**src/rtl/ps2_frame_receiver.sv**
```systemverilog
// PS/2 device-to-host frame receiver: start/data/parity/stop deserialiser with
// a mid-frame inactivity timeout, feeding a first-word-fall-through frame FIFO.
module ps2_frame_receiver #(
  parameter int unsigned DATA_BITS      = 8,
  parameter int unsigned FIFO_DEPTH     = 4,
  parameter int unsigned TIMEOUT_CYCLES = 10000,
  parameter int unsigned PARITY_CHECK   = 1
) (
  input  logic                 clk,
  input  logic                 rst_n,
  input  logic                 enable,
  input  logic                 ps2_clk_posedge,
  input  logic                 ps2_data,
  input  logic                 rx_ready,
  output logic [DATA_BITS-1:0] rx_data,
  output logic                 rx_parity_err,
  output logic                 rx_frame_err,
  output logic                 rx_valid,
  output logic                 overflow_strb,
  output logic                 timeout_strb
);

  localparam int unsigned AW = (FIFO_DEPTH > 1) ? $clog2(FIFO_DEPTH) : 1;
  localparam int unsigned CW = AW + 1;
  localparam int unsigned BW = $clog2(DATA_BITS);
  localparam int unsigned TW = $clog2(TIMEOUT_CYCLES);
  localparam int unsigned EW = DATA_BITS + 2;

  typedef enum logic [1:0] {
    S_IDLE,
    S_DATA,
    S_PARITY,
    S_STOP
  } state_t;

  state_t               r_state;
  logic [BW-1:0]        r_bitcnt;
  logic [DATA_BITS-1:0] r_shift;
  logic                 r_parity;
  logic [TW-1:0]        r_tmo;
  logic                 r_tmo_strb;

  logic [EW-1:0]        r_mem [FIFO_DEPTH];
  logic [AW-1:0]        r_wr;
  logic [AW-1:0]        r_rd;
  logic [CW-1:0]        r_count;
  logic                 r_ovf_strb;

  logic                 w_push;
  logic                 w_perr;
  logic [EW-1:0]        w_entry;
  logic                 w_pop;
  logic                 w_full;
  logic                 w_wr_ok;
  logic [EW-1:0]        w_head;

  // The stop-bit posedge pushes directly from the live shift register and line
  // value, so the entry lands in the FIFO on that same clock edge.
  assign w_push  = (r_state == S_STOP) && ps2_clk_posedge;
  assign w_perr  = (PARITY_CHECK != 0) && !(^{r_shift, r_parity});
  assign w_entry = {~ps2_data, w_perr, r_shift};

  assign w_pop   = (r_count != '0) && rx_ready;
  assign w_full  = (r_count == CW'(FIFO_DEPTH));
  // A pop in the same cycle frees a slot, so a full FIFO still accepts the push.
  assign w_wr_ok = w_push && (!w_full || w_pop);
  assign w_head  = r_mem[r_rd];

  // Frame deserialiser FSM with inactivity timeout while a frame is open.
  always_ff @(posedge clk or negedge rst_n) begin
    if (!rst_n) begin
      r_state    <= S_IDLE;
      r_bitcnt   <= '0;
      r_shift    <= '0;
      r_parity   <= 1'b0;
      r_tmo      <= '0;
      r_tmo_strb <= 1'b0;
    end else begin
      r_tmo_strb <= 1'b0;
      if (r_state == S_IDLE) begin
        r_tmo <= '0;
        if (ps2_clk_posedge && !ps2_data && enable) begin
          r_state  <= S_DATA;
          r_bitcnt <= '0;
          r_shift  <= '0;
        end
      end else if (ps2_clk_posedge) begin
        r_tmo <= '0;
        case (r_state)
          S_DATA: begin
            r_shift <= {ps2_data, r_shift[DATA_BITS-1:1]};
            if (r_bitcnt == BW'(DATA_BITS - 1)) begin
              r_bitcnt <= '0;
              r_state  <= S_PARITY;
            end else begin
              r_bitcnt <= r_bitcnt + 1'b1;
            end
          end
          S_PARITY: begin
            r_parity <= ps2_data;
            r_state  <= S_STOP;
          end
          default: begin
            r_shift <= '0;
            r_state <= S_IDLE;
          end
        endcase
      end else if (r_tmo == TW'(TIMEOUT_CYCLES - 1)) begin
        r_state    <= S_IDLE;
        r_tmo      <= '0;
        r_shift    <= '0;
        r_bitcnt   <= '0;
        r_tmo_strb <= 1'b1;
      end else begin
        r_tmo <= r_tmo + 1'b1;
      end
    end
  end

  // FIFO storage; contents need no reset because reads are gated by the count.
  always_ff @(posedge clk) begin
    if (w_wr_ok) begin
      r_mem[r_wr] <= w_entry;
    end
  end

  // FIFO pointers, occupancy and overflow strobe.
  always_ff @(posedge clk or negedge rst_n) begin
    if (!rst_n) begin
      r_wr       <= '0;
      r_rd       <= '0;
      r_count    <= '0;
      r_ovf_strb <= 1'b0;
    end else begin
      r_ovf_strb <= w_push && w_full && !w_pop;
      if (w_wr_ok) begin
        r_wr <= r_wr + 1'b1;
      end
      if (w_pop) begin
        r_rd <= r_rd + 1'b1;
      end
      case ({w_wr_ok, w_pop})
        2'b10:   r_count <= r_count + 1'b1;
        2'b01:   r_count <= r_count - 1'b1;
        default: r_count <= r_count;
      endcase
    end
  end

  assign rx_valid      = (r_count != '0);
  assign rx_data       = rx_valid ? w_head[DATA_BITS-1:0] : '0;
  assign rx_parity_err = rx_valid & w_head[DATA_BITS];
  assign rx_frame_err  = rx_valid & w_head[DATA_BITS+1];
  assign overflow_strb = r_ovf_strb;
  assign timeout_strb  = r_tmo_strb;

endmodule

```
**config.mk**
```make
export PLATFORM = sky130hd
export DESIGN_NAME = ps2_frame_receiver
export DESIGN_NICKNAME = d
export VERILOG_FILES = /design/src/rtl/ps2_frame_receiver.sv
export SDC_FILE = /design/constraint.sdc
export NUM_CORES = 1
export LEC_CHECK = 0
export ABC_AREA = 1
export CAP_MARGIN = 0
export CORE_ASPECT_RATIO = 0.9
export CORE_MARGIN = 8
export CORE_UTILIZATION = 55
export CTS_BUF_LIST = sky130_fd_sc_hd__clkbuf_8
export DETAILED_ROUTE_END_ITERATION = 7
export GPL_TIMING_DRIVEN = 0
export PLACE_DENSITY = 0.74
export SYNTH_ARGS = -nofsm -noshare
export SYNTH_HDL_FRONTEND = slang
export SYNTH_SLANG_ARGS = --single-unit
```
**constraint.sdc**
```tcl
create_clock -name clk -period 1.83 [get_ports clk]
set_input_delay 0.366 -clock clk [delete_from_list [all_inputs] [get_ports clk]]
set_output_delay 0.366 -clock clk [all_outputs]
set_load 0.02 [all_outputs]
```
## Word level (Yosys, flattened, before mapping)

Memory sizes are Yosys's and may differ from the RTL's.
Index checks and enable logic that the tools add are counted.

| storage, ports and cells | value |
|---|---|
| flip-flop bits (word level) | 37 |
| bits in writable memories | 40 |
| input bits | 6 |
| output and inout bits | 13 |
| word-level logic and storage cells | 81 |
| memories | 1 |

| operators by class | value |
|---|---|
| add/subtract/negate cells | 6 |
| eq/ne operators | 12 |
| muxes and demuxes | 27 |
| bitwise operators | 4 |
| reductions and logical operators | 21 |

Memory list:

| memory | depth | bits a word | read ports | clocked after Yosys merged registers in | write ports | line | source |
|---|---|---|---|---|---|---|---|
| r_mem | 4 | 10 | 1 | 0 | 1 | 43 | `logic [EW-1:0] r_mem [FIFO_DEPTH];` |

Operators by type and width:

| cell | count |
|---|---|
| 14-bit two-way mux | 3 |
| 8-bit two-way mux | 5 |
| 3-bit two-way mux | 6 |
| 8-bit case mux with 2 select lines | 1 |
| 14-bit by 1-bit adder with 14-bit output (second input constant) | 1 |
| 14-bit equality test (second input constant) | 1 |
| 3-bit AND reduction | 4 |
| 2-bit two-way mux | 5 |
| 9-bit parity | 1 |
| 1-bit logical AND | 7 |
| 3-bit by 1-bit adder with 3-bit output (second input constant) | 2 |
| 2-bit equality test (second input constant) | 3 |
| 3-bit equality test (second input constant) | 2 |
| 3-bit case mux with 2 select lines | 1 |
| 3-bit nonzero test | 2 |
| 1-bit two-way mux | 5 |
| 2-bit by 1-bit adder with 2-bit output (second input constant) | 2 |
| 2-bit by 1-bit equality test with 1-bit output (second input constant) | 2 |
| 1-bit logical NOT | 4 |
| 4-bit != test (second input constant) | 1 |
| 2-bit case mux with 2 select lines | 1 |
| 3-bit by 1-bit != test with 1-bit output (second input constant) | 1 |
| 3-bit != test (second input constant) | 1 |
| 3-bit by 1-bit subtractor with 3-bit output (second input constant) | 1 |
| 6 further kinds | 8 |

## Depth between registers and ports, before layout

Gate-level depths: netlist of the first run.

| depth | value |
|---|---|
| depth after elaboration | 6 |
| mapped depth | 9 |
| mapped depth without buffers | 9 |

## Worst setup path before layout of the first run

No wires, ideal clock.

| timing path | value |
|---|---|
| path type | flip-flop to flip-flop |
| start point | register r_state[1] |
| end point | memory r_mem[0][0] in the netlist's numbering, enable pin |
| setup time | 0.376 ns |
| arrival | 1.278 ns |
| required time | 1.454 ns |
| slack | 0.175 ns |
| stages on the path, launching flop included | 6 |
| buffers on the path | 0 |
| period minus slack after synthesis | 1.655 ns |
| cell sequence | dfrtp_1 ha_1 nand2_1 inv_1 nand2_1 nor2_1 |

| between the ends | value |
|---|---|
| cells in the longest elaborated chain, start to end | 5 |

RTL lines:

| element | line | source |
|---|---|---|
| from (decl) | 36 | `state_t r_state;` |
| from (signal assigned) | 72 | `r_state <= S_IDLE;` |
| from (signal assigned) | 83 | `r_state <= S_DATA;` |
| from (signal assigned) | 94 | `r_state <= S_PARITY;` |
| 2-bit equality test | 59 | `assign w_push = (r_state == S_STOP) && ps2_clk_posedge;` |
| 1-bit logical AND | 59 |  |
| 1-bit logical AND | 66 | `assign w_wr_ok = w_push && (!w_full \|\| w_pop);` |
| 1-bit two-way mux | 122 | `if (w_wr_ok) begin` |
| 1-bit two-way mux (implied by the code) | 123 | `r_mem[r_wr] <= w_entry;` |
| to (decl) | 43 |  |

No other way between the ends.

## Worst setup path after layout of the first run

| timing path | value |
|---|---|
| start point | register r_rd[0] |
| end point | output port rx_data[1] |

| between the ends | value |
|---|---|
| cells in the longest elaborated chain, start to end | 2 |

RTL lines:

| element | line | source |
|---|---|---|
| from (decl) | 45 | `logic [AW-1:0] r_rd;` |
| from (signal assigned) | 140 | `r_rd <= r_rd + 1'b1;` |
| memory 4 x 10 bit | -- |  |
| 8-bit two-way mux | 151 | `assign rx_data = rx_valid ? w_head[DATA_BITS-1:0] : '0;` |
| to (decl) | 15 | `output logic [DATA_BITS-1:0] rx_data,` |

No other way between the ends.

==> results of run 1 <==
-- state kept, by name (all words and copies together) (netlist names), 2 cells and up --
register,cells
r_bitcnt,3
r_count,3
r_mem,40
r_rd,2
r_shift,8
r_state,2
r_tmo,14
r_wr,2
-- cell type report --
type | count | share of cell area, %
repair buffers | 29 | 6.53
clock buffers | 9 | 2.75
well taps | 90 | 2.50
inverters | 53 | 4.64
flip-flops and latches | 77 | 47.3
clock inverters | 7 | 1.78
multi-input cells | 285 | 32.4
plain buffers | 7 | 2.11
-- through the flow --
step / cells / util (%) / setup TNS [ps]
global placement: 530 / 61.5 / -54310
detailed placement: 530 / 61.4 / -36730
CTS: 555 / 67.0 / -701
finish: 557 / 68.0 / -617
floorplan: 422 / - / 0
global route: 557 / 68.0 / -1780
-- per-layer routing --
metal / share of wire [%] / GRT usage [%]
met3: 5.9 / 4.63
met4: 1.1 / 6.02
met2: 49 / 29.4
met1: 44 / 22.5
met5: 0 / 0
-- worst max path at each step --
stage | end | slack (ps)
after detailed placement | r_mem[3][7]$_DFFE_PP_ | -830
after floorplan | r_mem[0][0]$_DFFE_PP_ | 180
after global placement | r_mem[3][6]$_DFFE_PP_ | -820
after CTS | rx_parity_err | -90
after global routing | rx_data[4] | -260
final | rx_data[1] | -80
-- cell families (layout without fill, tap and decap cells) --
group                      count (synthesis)  in the layout  share of synthesized area, %
xor gates and xnor gates                   7              7                          1.62
adders and majority gates                 14             14                          4.83
and+or+nand+nor                          224            224                          25.2
DFF                                       77             77                          56.3
buffers and inverters                     60            105                          6.66
AOI/OAI and AO/OA                         40             40                          5.40
-- worst reg2reg max path, cell delays in order (launching register included) --
cell and delay, ps:
dfrtp_1 440, ha_1 220, nand2_2 120, nand3_1 150, fa_1 400, inv_1 70, nand2_1 80, nand3_1 80
nand2_1 50
-- repair_timing --
action                     CTS  global route
pin swaps                   11             6
setup endpoints to repair   51            58
cloned                       2             0
setup buffers                7             2
resized for setup           93            12
-- where the power goes --
group	total (mW)	switching (mW)	internal, mW
Sequential	2.21	0.180	2.03
Combinational	2.60	1.55	1.05
Clock	1.32	0.671	0.651
-- layout by cell type (no fill, tap or decap), types with 2 or more instances in the layout --
cell type / synthesis / final
nand3_1: 26 / 26
buf_12: 1 / 5
xor2_1: 6 / 6
ha_1: 13 / 13
inv_6: 0 / 3
nand4_1: 3 / 3
edfxtp_1: 40 / 40
nor2_1: 82 / 75
nand2_2: 3 / 6
a21oi_1: 16 / 12
nor3_1: 9 / 9
nor2_4: 2 / 6
nand2_1: 93 / 90
inv_1: 48 / 47
o21ai_0: 22 / 10
clkdlybuf4s50_1: 0 / 5
nor2_2: 2 / 5
o21ai_1: 1 / 13
dfrtp_1: 37 / 35
clkbuf_8: 0 / 13
dfrtp_2: 0 / 2
buf_4: 0 / 14
a21oi_2: 0 / 4
buf_6: 1 / 4
clkinv_4: 0 / 2
inv_2: 3 / 4
==> impl_results.md, run 1 <==
- Clk Latency, worst-skew pair: 350 ps
- GR Util All Layers: 17.9%
- Worst r2r path cells: 8
- Die height: 94.6 um
- Post-synth top cells: nand2_1, nor2_1, inv_1, edfxtp_1, dfrtp_1
- Seq/Total Area, Yosys: 56.3%
- Hold buffers post-CTS: 0
- Fin. max-slew vios: 0
- Row count: 28
- Die Area: 9780 um2
- Avg Cell Area, Syn: 8.95 um2
- Slowest-stage cell, CP: dfrtp_2
- Ant. Diodes: 0
- Final WL: 7820 um
- GP Congestion: 0.884
- Max stage delay on crit path: 460 ps
- Area after DPL: 4070 um2
- Worst-path fanout max: 10
- Post-DP HPWL: 5060 um
- CTS clock-pin slew for the worst setup and hold paths: 80 ps
- Min-delay worst type: in2async
- CTS Buffer Depth: 2
- Initial Util: 57.1%
- PwrDens: 1360 nW/um2
- Post-synth ARST share: 48.1%
- Root buf cell: clkbuf_8
- Top cell type's share of synthesized area: 31.8%
- Layout cells sized above 1: 16.7%
- Reg2reg start: r_state[1]$_DFFE_PN0P_
- Post-synth EDFFs: 40
- Worst Skew: 12.5 ps
- Pwr Total: 6.14 mW
- Final Hold Fails: 0
- Syn_nets: 442
- Antenna Nets Post-Route: 0
- CTS H-tree lvls: 3
- CTS buffer count: 9
- Sequential cell area: 2130 um2
- Ys flop type: edfxtp_1
- Synthesis-stage register bit count: 77
- Critical path's top delay family: flip-flops
- Yosys warns: 0
- I/O Buffers: 18
- Post-synth cell types: 29
- Largest net degree at the start of global routing: 38
- Leak: 1.96 nW
- Worst path arrival time: 1550 ps
- Slew HR: 43.7%
- WS Path Type: reg2out
- Residual DRC: 0
- Final nets: 482
- CP Depth: 5
- Initial antenna violation count: 0
- Most numerous cell in the Yosys netlist: nand2_1
- GRT overflow: 0
- First-pass GRT wire length: 13400 um
- Fmax: 523 MHz
- Cells after Synth: 422
- Final period utilization: 105%
- Maxcap violations: 0
- Core ar.: 6620 um2
- Crit path from: r_rd[0]$_DFFE_PN0P_
- Final setup viols: 10
- CP bufs+invs: 3
- Worst slack at placement: -830 ps
- Top cells by area, synth: edfxtp_1, dfrtp_1, nand2_1, nor2_1, inv_1
- Critical path startpoint category: flip-flop
- Status: finished with violations
- CP endpoint kind: output port
- Area of the multi-input gates: 1460 um2
- WL per Instance: 14.0 um
- DRT iter0 DRCs: 176
- CTS tree: done
- Fillers: 513
- Final instance area: 4500 um2
- PnR worst setup slack: -82.4 ps
- Ports: 19
- Synthesized area: 3780 um2
- Unrepaired setup endpoints after global routing: yes
- Vias per inst: 5.06
- Worst r2r dst: r_count[2]$_DFFE_PN0P_
- Routed vias: 2821
- Cell taking the most area after synthesis: edfxtp_1
- Area grow syn2layout: 19.2%
- Number of global-route vias before repair: 2859
- Die X: 103 um
- Worst vdd ir: 557 uV
- CP cell instances: inv_2 -> clkbuf_8 -> o21ai_0 -> a21oi_2 -> buf_4
- Drt pass-1 iters: 4
- Worst reg-to-reg setup slack: 130 ps
- WP data required: 1460 ps
- Violated checks: negative setup slack
- Slew @ Worst Pin: 845 ps
- Clk sink count: 77
- Minimum clock period: 1910 ps
- Final hold slack: 117 ps
Power figures use the tool's default switching activity.
==> run 2: changes to the inputs <==
--- a/config.mk
+++ b/config.mk
@@ -8,11 +8,12 @@
 export ABC_AREA = 1
 export CAP_MARGIN = 0
 export CORE_ASPECT_RATIO = 0.9
-export CORE_MARGIN = 8
+export CORE_MARGIN = 1.5
 export CORE_UTILIZATION = 55
 export CTS_BUF_LIST = sky130_fd_sc_hd__clkbuf_8
 export DETAILED_ROUTE_END_ITERATION = 7
 export GPL_TIMING_DRIVEN = 0
+export MAX_ROUTING_LAYER = met4
 export PLACE_DENSITY = 0.74
 export SYNTH_ARGS = -nofsm -noshare
 export SYNTH_HDL_FRONTEND = slang
==> run 2 against run 1 <==
  * The run still ends with negative setup slack left
  * Sequential cell count stayed put
  * Core utilization hardly changed
  * Non-clock buffer count stayed put
  * Critical path depth is 2 higher
==> impl_results.md, run 2 (synthesized netlist as in run 1, its figures left out) <==
- I/O Buffers: 18
- Max reg flops: 40
- Slew @ Worst Pin: 844 ps
- DRT iter0 DRCs: 205
- Post-DP HPWL: 5050 um
- Final nets: 482
- GRT busiest layer: met2
- Top flop regs: r_mem x40, r_tmo x14, r_shift x8
- Die height: 81.6 um
- CTS clock-pin slew for the worst setup and hold paths: 90 ps
- Core ar.: 6620 um2
- Row count: 28
- Largest net degree at the start of global routing: 38
- Status: finished with violations
- Area grow syn2layout: 19.2%
- Switching power of the nets: 2.41 mW
- Most common cell after layout, fill and taps aside: nand2_1
- Violated checks: negative setup slack
- Minimum clock period: 1960 ps
- Die X: 90.4 um
- Clk sink count: 77
- Worst path arrival time: 1600 ps
- Slew HR: 43.7%
- Drt pass-1 iters: 5
- Root buf cell: clkbuf_8
- CTS H-tree lvls: 3
- Area after DPL: 4070 um2
- CTS buffer count: 9
- Unrepaired setup endpoints after global routing: yes
- Fin. max-slew vios: 0
- Grt met3 use: 5.83%
- Antenna Nets Post-Route: 0
- Layout cells sized above 1: 17.6%
- Sw frac: 40.4%
- Min-delay worst type: in2async
- GRT overflow: 0
- Combinational group share of total power: 43.3%
- Final instance area: 4510 um2
- Clk Latency, worst-skew pair: 350 ps
- Final setup viols: 10
- CTS Buffer Depth: 2
- Leak: 1.95 nW
- Worst vdd ir: 637 uV
- Post-route insts no fill: 557
- PwrDens: 1330 nW/um2
- WS Path Type: reg2out
- Worst Skew: 11.4 ps
- PnR worst setup slack: -134 ps
- Placed insts: 530
- Final hold slack: 113 ps
- Internal: 3.56 mW
- Die Area: 7380 um2
- Initial antenna violation count: 0
- Critical path startpoint category: flip-flop
- Number of global-route vias before repair: 2805
- Ports: 19
- Commonest non-fill, non-tap cells in the layout: nand2_1, nor2_1, inv_1, edfxtp_1, dfrtp_1
- M2 GR Usage: 41.3%
- Hold buffers post-CTS: 0
- First-pass GRT wire length: 13100 um
- WL per Instance: 14.7 um
- Final period utilization: 107%
- Sequential power share: 37.0%
- GR Util All Layers: 24.1%
- M1 GR Usage: 29.3%
- GP Congestion: 0.896
- CP endpoint kind: output port
- Pwr Total: 5.97 mW
- Ant. Diodes: 0
- Largest register by flop count: r_mem
- Final Hold Fails: 0
- Routed vias: 2936
- Initial Util: 57.1%
- Clock group share of total power: 19.7%
- CTS tree: done
- Vias per inst: 5.27
- Maxcap violations: 0
- WP data required: 1460 ps
- Residual DRC: 0
- Fmax: 509 MHz
- Worst-path fanout max: 5
- Final WL: 8170 um
-- run 2: cell types whose count changed in the layout (fill, tap and decap cells not counted), sizes merged --
cell           before  now
clkbuf             14   13
bufinv              1    0
inv                55   54
clkinv              3    5
clkdlybuf4s15       0    1
dlygate4sd2         1    0
buf                24   25
-- run 2: timing repair --
item                       in CTS  in global routing
cloned                          2                  0
resized for setup              89                 18
pin swaps                       8                  7
setup buffers                   7                  2
setup endpoints to repair      51                 59
-- run 2: worst paths after layout --
check                                            start  slack (ps)  cells after the start                      to
worst max-delay path               r_rd[0]$_DFFE_PN0P_        -130                      7              rx_data[2]
worst min-delay path                             rst_n         110                      1  r_count[0]$_DFFE_PN0P_
worst max register to register  r_state[1]$_DFFE_PN0P_         130                      7  r_count[1]$_DFFE_PN0P_
worst min register to register  r_count[0]$_DFFE_PN0P_         500                      1  r_count[0]$_DFFE_PN0P_
max in group asynchronous                        rst_n        1140                      1     r_rd[0]$_DFFE_PN0P_
min in group clk                r_count[0]$_DFFE_PN0P_         500                      1  r_count[0]$_DFFE_PN0P_
-- run 2: critical path, cell delays in order, from the launching register on --
cell and delay (ps):
dfrtp_2 450, buf_6 150, buf_4 110, nor2_2 30
nor2_1 80, o21ai_1 100, a21oi_2 170, buf_4 160
-- run 2: layer usage --
layer / share of wire, % / wire [um]
met5: 0 / 0
met4: 1.3 / 107
met3: 5.7 / 469
met2: 50 / 4110
met1: 43 / 3480
-- run 2: power groups by stage --
stage	clock network (mW)	registers, mW	logic (mW)
finish	1.18	2.21	2.59
global route	1.28	2.24	2.84
CTS	1.20	2.21	2.43
detailed placement	0	2.21	2.24
global placement	0	2.20	2.17
floorplan	0	2.17	1.50
-- run 2: area by class of cell --
| class | count | area, um2 |
|---|---|---|
| inverter | 53 | 209 |
| timing repair buffer | 29 | 304 |
| tap | 90 | 113 |
| multi-input combinational | 285 | 1480 |
| clock inverter | 7 | 56.3 |
| buffer | 7 | 95.1 |
| clock buffer | 9 | 124 |
| sequential | 77 | 2130 |
| fill | 522 | 2120 |
-- run 2: per-stage QoR --
| step | utilization (%) | worst slack, ps | setup TNS [ps] |
|---|---|---|---|
| 3_5_place_dp | 61.4 | -853 | -37080 |
| 2_1_floorplan | - | 175 | 0 |
| 6_report | 68.0 | -134 | -958 |
| 3_3_place_gp | 61.5 | -829 | -55670 |
| 5_1_grt | 68.0 | -232 | -1920 |
| 4_1_cts | 67.0 | -94.4 | -705 |
==> run 3: changes to the inputs <==
--- a/config.mk
+++ b/config.mk
@@ -14,7 +14,7 @@
 export DETAILED_ROUTE_END_ITERATION = 7
 export GPL_TIMING_DRIVEN = 0
 export MAX_ROUTING_LAYER = met4
-export PLACE_DENSITY = 0.74
+export PLACE_DENSITY = 0.77
 export SYNTH_ARGS = -nofsm -noshare
 export SYNTH_HDL_FRONTEND = slang
 export SYNTH_SLANG_ARGS = --single-unit
==> constraint.sdc (replaced) <==
create_clock -name clk -period 1.8 [get_ports clk]
set_input_delay 0.36 -clock clk [delete_from_list [all_inputs] [get_ports clk]]
set_output_delay 0.36 -clock clk [all_outputs]
set_load 0.02 [all_outputs]
==> run 3 against run 2 <==
  * Sequential power grew 2%
  * The flow still finishes with violations (negative setup slack)
  * Cell count rose by 0.18%
  * Non-clock buffer count increased by 1
  * Core utilization increased by 0.21 points
  * Clock skew hardly changed
  * Clock-buffer cell count stayed put
  * Worst hold slack got worse by 11 ps
  * Combinational power is 4% higher
  * Sequential share of layout area shrank 0.17 points
  * Critical path depth decreased by 1
  * Global-route usage increased by 0.35 points
==> impl_results.md, run 3 (synthesized netlist as in run 1, its figures left out) <==
- Status: finished with violations
- Violated checks: negative setup slack
- Min-delay worst type: in2async
- Fmax: 517 MHz
- WL per Instance: 14.1 um
- Fillers: 505
- Commonest non-fill, non-tap cells in the layout: nand2_1, nor2_1, inv_1, edfxtp_1, dfrtp_1
- Residual DRC: 0
- CTS buffer count: 9
- Final instance area: 4520 um2
- Clk Latency, worst-skew pair: 350 ps
- Slew HR: 45.4%
- Minimum clock period: 1940 ps
- Worst-path fanout max: 6
- CTS tree: done
- Top flop regs: r_mem x40, r_tmo x14, r_shift x8
- I/O Buffers: 18
- Die Area: 7380 um2
- Layout cells sized above 1: 16.2%
- CTS clock-pin slew for the worst setup and hold paths: 90 ps
- PnR worst setup slack: -136 ps
- Initial antenna violation count: 0
- Maxcap violations: 0
- Critical path startpoint category: flip-flop
- Ant. Diodes: 0
- Final setup viols: 10
- Most common cell after layout, fill and taps aside: nand2_1
- Final WL: 7850 um
- PwrDens: 1360 nW/um2
- Post-route setup TNS: -924 ps
- Initial Util: 57.1%
- Largest register by flop count: r_mem
- Max reg flops: 40
- Worst Skew: 11.8 ps
- Row count: 28
- Leak: 1.96 nW
- Post-DP HPWL: 4940 um
- Final nets: 483
- Hold buffers post-CTS: 0
- CP endpoint kind: output port
- Antenna Nets Post-Route: 0
- Worst slack at placement: -871 ps
- Core ar.: 6620 um2
- Die X: 90.4 um
- GP Congestion: 0.951
- Die height: 81.6 um
- Slew @ Worst Pin: 819 ps
- Clk sink count: 77
- GR Util All Layers: 24.5%
- Worst vdd ir: 570 uV
- Worst path arrival time: 1580 ps
- Area after DPL: 4070 um2
- Unrepaired setup endpoints after global routing: yes
- CTS Buffer Depth: 2
- Root buf cell: clkbuf_8
- Largest net degree at the start of global routing: 38
- Area grow syn2layout: 19.6%
- Fin. max-slew vios: 0
- Ports: 19
- Vias per inst: 5.15
- GRT overflow: 0
- DRT iter0 DRCs: 240
- WS Path Type: reg2out
- Pwr Total: 6.17 mW
- CTS H-tree lvls: 3
- Final Hold Fails: 0
- Number of global-route vias before repair: 2797
- Fin util: 68.3%
- WP data required: 1440 ps
- Routed vias: 2872
- First-pass GRT wire length: 13300 um
- Drt pass-1 iters: 4
- Final period utilization: 108%
-- run 3: path summary, 6_finish.rpt --
check	from	end	slack, ps	cells past startpoint
setup reg to reg	r_state[1]$_DFFE_PN0P_	r_count[2]$_DFFE_PN0P_	20	8
min in group clk	r_bitcnt[1]$_DFFE_PN0P_	r_bitcnt[1]$_DFFE_PN0P_	480	2
hold reg to reg	r_bitcnt[1]$_DFFE_PN0P_	r_bitcnt[1]$_DFFE_PN0P_	480	2
setup / recovery	r_rd[0]$_DFFE_PN0P_	rx_data[2]	-140	6
hold / removal	rst_n	r_wr[1]$_DFFE_PN0P_	100	1
max in group asynchronous	rst_n	r_rd[0]$_DFFE_PN0P_	1140	1
-- run 3: routing by layer --
layer,track usage (%),share of wire (%)
met1,30.5,43
met2,40.3,50
met3,6.02,5.5
met4,7.14,0.92
met5,-,0
-- run 3: area by class of cell --
type | count | area (um2) | share of cell area (%)
Timing Repair Buffer | 30 | 317 | 7.00
Clock inverter | 7 | 61.3 | 1.36
Inverter | 53 | 211 | 4.68
Multi-Input combinational cell | 285 | 1470 | 32.5
Buffer | 7 | 96.3 | 2.13
Sequential cell | 77 | 2130 | 47.1
Tap cell | 90 | 113 | 2.49
Clock buffer | 9 | 124 | 2.74
-- run 3: worst max-delay path, stage by stage, from the launching register on --
cell	delay, ps
dfrtp_2	480
buf_6	160
nor2_1	50
nor2_1	90
o21ai_1	80
a21oi_2	190
buf_4	170
-- run 3: timing repair --
item                       in CTS  in global routing
pin swaps                       9                 12
setup buffers                   7                  1
gates cloned                    4                  0
gates resized for setup        91                 25
setup endpoints to repair      57                 58
-- run 3: power by group --
group | leakage [nW] | switching, mW | internal, mW
clock network | 0.0892 | 0.699 | 0.529
registers | 0.833 | 0.189 | 2.06
logic | 1.04 | 1.61 | 1.07
-- run 3: metrics by stage --
| step | instances | hold slack (ps) |
|---|---|---|
| final | 558 | 102 |
| after global routing | 558 | 158 |
| after detailed placement | 530 | 467 |
| after CTS | 557 | 132 |
| after floorplan | 422 | 64.4 |
| after global placement | 530 | 453 |
